## config.mk

```make
export PLATFORM = sky130hd
export DESIGN_NAME = mem_arbiter
export DESIGN_NICKNAME = d
export VERILOG_FILES = /design/src/rtl/mem_arb_pkg.sv /design/src/rtl/mem_arbiter.sv
export SDC_FILE = /design/constraint.sdc
export NUM_CORES = 1
export LEC_CHECK = 0
export ABC_AREA = 1
export ABC_CLOCK_PERIOD_IN_PS = 2900
export CORE_ASPECT_RATIO = 1.5
export CORE_MARGIN = 10
export CORE_UTILIZATION = 35
export CTS_CLUSTER_DIAMETER = 100
export DETAILED_ROUTE_END_ITERATION = 7
export PLACE_DENSITY_LB_ADDON = 0.15
export SLEW_MARGIN = 0
export SYNTH_ARGS = -nofsm -noshare
export SYNTH_HDL_FRONTEND = slang
export SYNTH_SLANG_ARGS = --single-unit
export TNS_END_PERCENT = 1
```

## constraint.sdc

```tcl
create_clock -name Clk -period 2.9 [get_ports Clk]
set_clock_uncertainty 0.2 [all_clocks]
set_input_delay 0.58 -clock Clk [delete_from_list [all_inputs] [get_ports Clk]]
set_output_delay 0.58 -clock Clk [all_outputs]
set_load 0.005 [all_outputs]
```

## src/rtl/mem_arb_pkg.sv

```systemverilog
// ============================================================================
// mem_arb_pkg : shared state encoding and grant identifiers for mem_arbiter
// Rev 1.0
// ============================================================================
`default_nettype none

package mem_arb_pkg;

    typedef enum logic [1:0] {
        S_Idle = 2'b00,
        S_Cpu  = 2'b01,
        S_Dbg  = 2'b10
    } state_t;

    localparam logic G_Cpu = 1'b0;
    localparam logic G_Dbg = 1'b1;

endpackage

`default_nettype wire

```

## src/rtl/mem_arbiter.sv

```systemverilog
// ============================================================================
// mem_arbiter : shares one memory between the CPU port and a debug/loader port
// Rev 1.0
// ============================================================================
`default_nettype none

module mem_arbiter
    import mem_arb_pkg::*;
#(
    parameter int DataWidth = 16,
    parameter int AddrWidth = 8
) (
    input  logic                 Clk,
    input  logic                 Reset,
    input  logic                 cpu_req,
    input  logic                 cpu_wr,
    input  logic [AddrWidth-1:0] cpu_addr,
    input  logic [DataWidth-1:0] cpu_wdata,
    output logic                 cpu_ack,
    output logic [DataWidth-1:0] cpu_rdata,
    input  logic                 dbg_req,
    input  logic                 dbg_wr,
    input  logic [AddrWidth-1:0] dbg_addr,
    input  logic [DataWidth-1:0] dbg_wdata,
    output logic                 dbg_ack,
    output logic [DataWidth-1:0] dbg_rdata,
    input  logic                 dbg_lock,
    input  logic                 cpu_halt,
    output logic [AddrWidth-1:0] mem_addr,
    output logic [DataWidth-1:0] mem_wdata,
    output logic                 mem_wr,
    input  logic [DataWidth-1:0] mem_rdata
);

    state_t                 r_state;
    state_t                 w_next_state;
    logic                   r_last_grant;
    logic                   w_eff_last;
    logic [AddrWidth-1:0]   r_mem_addr;
    logic [DataWidth-1:0]   r_mem_wdata;

    // Outputs are combinational from state so a reset cuts a write instantly.
    assign cpu_ack   = (r_state == S_Cpu) & cpu_req;
    assign dbg_ack   = (r_state == S_Dbg) & dbg_req;
    assign mem_wr    = (cpu_ack & cpu_wr) | (dbg_ack & dbg_wr);
    assign cpu_rdata = cpu_ack ? mem_rdata : '0;
    assign dbg_rdata = dbg_ack ? mem_rdata : '0;

    always_comb begin
        mem_addr  = r_mem_addr;
        mem_wdata = r_mem_wdata;
        case (r_state)
            S_Cpu: begin
                mem_addr  = cpu_addr;
                mem_wdata = cpu_wdata;
            end
            S_Dbg: begin
                mem_addr  = dbg_addr;
                mem_wdata = dbg_wdata;
            end
            default: ;
        endcase
    end

    // The access acked this cycle counts as "last served" for the tie break,
    // otherwise the same port would win two ties in a row.
    assign w_eff_last = cpu_ack ? G_Cpu : (dbg_ack ? G_Dbg : r_last_grant);

    always_comb begin
        w_next_state = S_Idle;
        if (cpu_halt && dbg_req) begin
            w_next_state = S_Dbg;
        end else if ((r_state == S_Dbg) && dbg_lock && dbg_req) begin
            w_next_state = S_Dbg;
        end else if (cpu_req && dbg_req) begin
            w_next_state = (w_eff_last == G_Cpu) ? S_Dbg : S_Cpu;
        end else if (cpu_req) begin
            w_next_state = S_Cpu;
        end else if (dbg_req) begin
            w_next_state = S_Dbg;
        end
    end

    always_ff @(posedge Clk or negedge Reset) begin
        if (!Reset) begin
            r_state      <= S_Idle;
            r_last_grant <= G_Dbg;
            r_mem_addr   <= '0;
            r_mem_wdata  <= '0;
        end else begin
            r_state      <= w_next_state;
            r_last_grant <= w_eff_last;
            r_mem_addr   <= mem_addr;
            r_mem_wdata  <= mem_wdata;
        end
    end

endmodule

`default_nettype wire

```

==> results of run 1 <==
==> power by group <==
part | internal [mW] | switching, mW
Clock | 0.0985 | 0.114
Sequential | 0.508 | 0.0339
Combinational | 0.434 | 0.347
==> stage by stage <==
step | cell area, um2 | cells | worst slack, ns
global placement | 2850 | 379 | 0.170
CTS | 2890 | 383 | -0.000453
global route | 2960 | 383 | -0.0374
detailed placement | 2850 | 379 | 0.149
floorplan | 1550 | 207 | 0.939
finish | 2960 | 383 | 0.0883
==> flip-flops by register name, indices dropped and copies added (netlist names) <==
| name | flops |
|---|---|
| r_state | 2 |
| r_mem_wdata | 16 |
| r_mem_addr | 8 |
| r_last_grant | 1 |
==> cell usage after synthesis <==
master,count,area (um2)
ha_1,2,25.0
nand2_4,2,22.5
nand3_1,2,10.0
nor2_1,58,218
inv_4,1,6.26
clkbuf_8,1,13.8
dfrtp_1,26,651
a21oi_2,4,35.0
inv_1,23,86.3
nand2_2,2,12.5
buf_6,5,56.3
a21oi_1,45,225
nand2_1,28,105
buf_4,7,52.6
dfstp_2,1,26.3
==> how the worst max path moves through the flow <==
stage	start	end	slack [ns]
finish	r_state[0]	mem_wdata[0]	0.09
global route	r_state[0]	mem_wdata[6]	-0.04
CTS	r_state[0]	mem_wdata[8]	-0.0005
detailed placement	cpu_req	mem_wr	0.15
global placement	cpu_req	mem_wr	0.17
floorplan	r_state[0]	mem_addr[1]	0.94
==> worst reg2reg max path, delay by kind of cell (launching register included) <==
kind / cells / cell delay, ns
adder cells (fa/ha/maj): 1 / 0.19
buffers and inverters: 2 / 0.23
flip-flops: 1 / 0.40
AND/OR/NAND/NOR: 5 / 0.43
==> final cells by class <==
class                      instances  area [um2]
sequential                        27         677
timing repair buffer             139        1410
tap                               46        57.6
clock buffer                       4        45.0
inverter                          24        95.1
multi-input combinational        143         678
fill                             357        1290
==> metal layers <==
layer,up-vias,part of all wire (%),global-route usage [%],wire (um)
met1,791,38,16.1,2300
met4,0,0.97,4.66,58
li1,897,-,-,-
met5,-,0,0,0
met2,98,47,24.8,2790
met3,6,14,5.58,832
==> logic make-up (layout without fill, tap and decap cells) <==
logic type	count (synthesis)	in the layout
AND/OR/NAND/NOR	92	92
AO/OA/AOI/OAI	49	49
buffers and inverters	37	167
flip-flops	27	27
adder cells (fa/ha/maj)	2	2
==> qor.yml, run 1 <==
grt_max_degree: 28
tightest_slew_ns: 0.357
synth_warnings: 0
peakVddDrop_v: 0.000422
dieWidth_um: 74.3
critical-path-top-delay-family: "buffers and inverters"
crit_slowest_cell: "clkdlybuf4s50_1"
drc: 0
num_rows: 29
die_area_um2: 7530
hold_class: "reg -> reg"
ant_nets: 0
layout_commonest_cell: "clkdlybuf4s50_1"
critical_path_arrival_ns: 2.03
max_freq_mhz: 356
drv_slew: 0
syn_avg_cell_area_um2: 7.46
synth_top_family_by_area: "simple AND/OR/NAND/NOR gates"
cpPeakStageDelay_ns: 0.54
post_cts_resized: 0
synth-xor-area-share_pct: 0
final_cell_mix: "clkdlybuf4s50_1, nor2_1, a21oi_1, nand2_1, dfrtp_1"
ys_types: 15
via_count: 1792
fin_crit_sh_pct: 97.0
p_leak_nw: 1.42
avgRoutedWirePerCell_um: 15.6
dr.first_iter.drc_count: 61
cp.depth: 6
worstPathMaxFanout: 10
grt_use_total_pct: 14.5
worstSkewPairLatency_ns: 0.27
io_pins: 131
r2r-start: "r_state[0]"
synthSimpleGateAreaFrac_pct: 23.8
ys_ff_latch: 27
hold_path_startpoint: "r_mem_wdata[13]"
cpMostUsedCell: "a21oi_1"
relSlewSlack_pct: 76.2
synthMuxAreaShare_pct: 0
synth_compound_area_share_pct: 16.8
drive_above_1_share_pct: 8.61
fin_setup_tns_ns: 0
r2r_slack_ns: 1.34
gp_congestion: 0.759
clockBufferDepth: 2
n_antenna_cell: 0
synthAdderAreaFrac_pct: 1.62
cts-htree-levels: 1
grt_first_pass_wirelength_um: 8740
cts_hold_buf: 0
firstDrtPassIters: 4
synth_area_um2: 1550
grt_overflow: 0
fp.dieH_um: 101
hold_viol: 0
reg2reg_to: "r_state[1]"
dp_hpwl_um: 4970
portBuffers: 130
syn2layout_area_growth_pct: 91.4
nNetsFinal: 412
maxCapViolCount: 0
cts_tree: "yes"
core-area_um2: 4250
path_clk_slew_ns: 0.09
cts_setup_buffers: 0
period_needed_ns: 2.81
vias_per_cell: 4.68
start_util_pct: 36.4
setup_viol: 0
cellPowerDensity_nw_per_um2: 519
numCtsBuffers: 3
crit_required_ns: 2.12
syn_inst: 207
synth_fp_nets: 281
critPathBufInv: 3
timing.critical_path.cells: "inv_1 > ha_2 > buf_4 > a21oi_1 > a21oi_1 > clkdlybuf4s50_1"
cts_root_buffer: "clkbuf_8"
wirelength_um: 5970
utilization_pct: 69.7
power_mw: 1.54
seq_area_frac_synth_pct: 43.8
worstSetupStartpointType: "flop"
timing.hold.ws_ns: 0.325
hold_end: "r_mem_wdata[13]"
timing_worst_setup_path_type: "reg -> out"
grt_pass1_vias: 1779
antenna_found_initial: 0
clock-sinks: 27
rsz0062_at_grt: "true"
outcome: "finished clean"
critPathCaptureType: "output pin"
hold_path_depth: 2
worst_r2r_path_depth: 8
(Power assumes the default switching activity.)
==> run 2: changes to the inputs <==
--- a/config.mk
+++ b/config.mk
@@ -5,11 +5,10 @@
 export SDC_FILE = /design/constraint.sdc
 export NUM_CORES = 1
 export LEC_CHECK = 0
-export ABC_AREA = 1
 export ABC_CLOCK_PERIOD_IN_PS = 2900
 export CORE_ASPECT_RATIO = 1.5
 export CORE_MARGIN = 10
-export CORE_UTILIZATION = 35
+export CORE_UTILIZATION = 34
 export CTS_CLUSTER_DIAMETER = 100
 export DETAILED_ROUTE_END_ITERATION = 7
 export PLACE_DENSITY_LB_ADDON = 0.15
==> qor.yml, run 2 <==
hold_class: "reg -> reg"
max_freq_mhz: 367
largest_register: "r_mem_wdata"
dp_hpwl_um: 4640
setup_slack_ns: 0.173
clock-sinks: 27
tightest_slew_ns: 0.339
vias_per_cell: 4.94
synth_area_um2: 1490
synth.top_cells.by_count: "and3_1, dfrtp_1, nand2_1, a22oi_1, o21ai_1"
ff_latch_area_um2: 677
synthTopCellsByArea: "dfrtp_1, and3_1, a22oi_1, o21ai_1, nand2_1"
cts_root_buffer: "clkbuf_8"
post-synth-top-count-cell: "and3_1"
critical_path_arrival_ns: 1.95
rsz0062_at_grt: "false"
seq_area_frac_synth_pct: 45.5
num_rows: 29
portBuffers: 130
drv_slew: 0
grt_max_degree: 35
grt_pass1_vias: 1806
ys_types: 20
postSynth.asyncResetShare_pct: 100
top_regs: "r_mem_wdata (16), r_mem_addr (8), r_state (2)"
synth_warnings: 0
fin_area_um2: 2870
syn_avg_cell_area_um2: 9.06
critPathCaptureType: "output pin"
drc: 0
fill_cells: 345
place_area_um2: 2810
fp.dieH_um: 101
via_count: 1666
dieWidth_um: 74.0
largest_reg_flops: 16
nNetsFinal: 366
numCtsBuffers: 3
avgRoutedWirePerCell_um: 17.0
maxCapViolCount: 0
cts-htree-levels: 1
clockBufferDepth: 2
grt_overflow: 0
period_needed_ns: 2.73
gp_congestion: 0.788
path_clk_slew_ns: 0.09
ys_ff_latch: 27
yosys_most_used_dff: "dfrtp_1"
crit_required_ns: 2.12
synth_edf_count: 0
io_pins: 131
firstDrtPassIters: 4
cts_tree: "yes"
cellPowerDensity_nw_per_um2: 429
outcome: "finished clean"
fin_setup_tns_ns: 0
place_ws_ns: 0.178
grt_use_total_pct: 14.7
peakVddDrop_v: 0.000382
layout_commonest_cell: "clkdlybuf4s50_1"
worstSkewPairLatency_ns: 0.26
setup_viol: 0
dr.first_iter.drc_count: 59
worstPathMaxFanout: 17
p_leak_nw: 1.28
timing_worst_setup_path_type: "reg -> out"
relSlewSlack_pct: 77.4
start_util_pct: 35.0
wirelength_um: 5740
multi_input_area_um2: 678
yosys.area.top_type_share_pct: 43.8
worstSetupStartpointType: "flop"
syn_inst: 164
syn2layout_area_growth_pct: 93.3
drive_above_1_share_pct: 5.50
power_mw: 1.23
synth_fp_nets: 238
n_antenna_cell: 0
antenna_found_initial: 0
synth_top_cell_by_area: "dfrtp_1"
hold_viol: 0
final_cell_mix: "clkdlybuf4s50_1, and3_1, dfrtp_1, nand2_1"
fin_crit_sh_pct: 94.0
grt_first_pass_wirelength_um: 9000
die_area_um2: 7470
ant_nets: 0
core-area_um2: 4250
run 2: cell types whose count changed after synthesis, sizes merged, moves of 2 or more:
cell and delta:
nor2 -58, clkbuf +3, o21ai +24, inv -20, nand3 -2, a22oi +24
nand2 -7, and2 +2, buf +2, and3 +32, a21oi -48
run 2: kinds of logic (layout without fill, tap and decap cells):
group / count (synthesis) / in the layout / synth area share (%)
AND/OR/NAND/NOR: 60 / 60 / 21.0
AO/OA/AOI/OAI: 53 / 53 / 22.9
flip-flops: 27 / 27 / 45.5
buffers and inverters: 22 / 149 / 8.84
adder cells (fa/ha/maj): 2 / 2 / 1.68
run 2: repair_timing:
item / CTS / global route
setup buffers: 0 / 0
endpoints found under the setup margin: 0 / 19
resized for setup: 0 / 4
hold buffers: 0 / 0
run 2: layer usage:
metal	share of wire, %	GRT usage (%)	vias to the layer above
li1	-	-	844
met1	38	15.8	718
met2	44	22.9	98
met3	17	9.66	6
met4	1.6	4.46	0
met5	0	0	-
run 2: worst paths after layout:
path | from | to | slack (ns) | cells past startpoint
worst max-delay path | r_state[1] | mem_addr[2] | 0.17 | 6
worst min-delay path | r_mem_addr[7] | r_mem_addr[7] | 0.30 | 2
worst max register to register | r_state[0] | r_state[0] | 1.37 | 5
worst min register to register | r_mem_addr[7] | r_mem_addr[7] | 0.30 | 2
max in group asynchronous | Reset | r_last_grant | 1.72 | 2
min in group asynchronous | Reset | r_mem_addr[0] | 0.48 | 2
run 2: critical path, cell delays in order, from the launching register on:
cell and delay, ns:
dfrtp_1 0.39, inv_1 0.06, ha_1 0.17, buf_4 0.23
a22oi_1 0.11, o21ai_1 0.17, clkdlybuf4s50_1 0.55
run 2: area by class of cell:
cell class	count	area share [%]
clock buffers	3	1.44
multi-input cells	115	23.6
clock inverters	1	0.174
well taps	46	2.00
flip-flops and latches	27	23.6
inverters	4	0.523
repair buffers	141	48.7
run 2: stage by stage:
stage	std cells	util (%)	hold slack, ns
CTS	337	67.3	0.310
detailed placement	333	66.2	0.287
finish	337	67.7	0.303
global route	337	67.7	0.330
floorplan	164	-	0.0844
global placement	333	66.2	0.277
run 2: where the power goes:
part           switching, mW  total (mW)  internal (mW)
combinational          0.222       0.549          0.327
clock                  0.110       0.206         0.0960
sequential            0.0210       0.479          0.458
total                  0.353        1.23          0.881
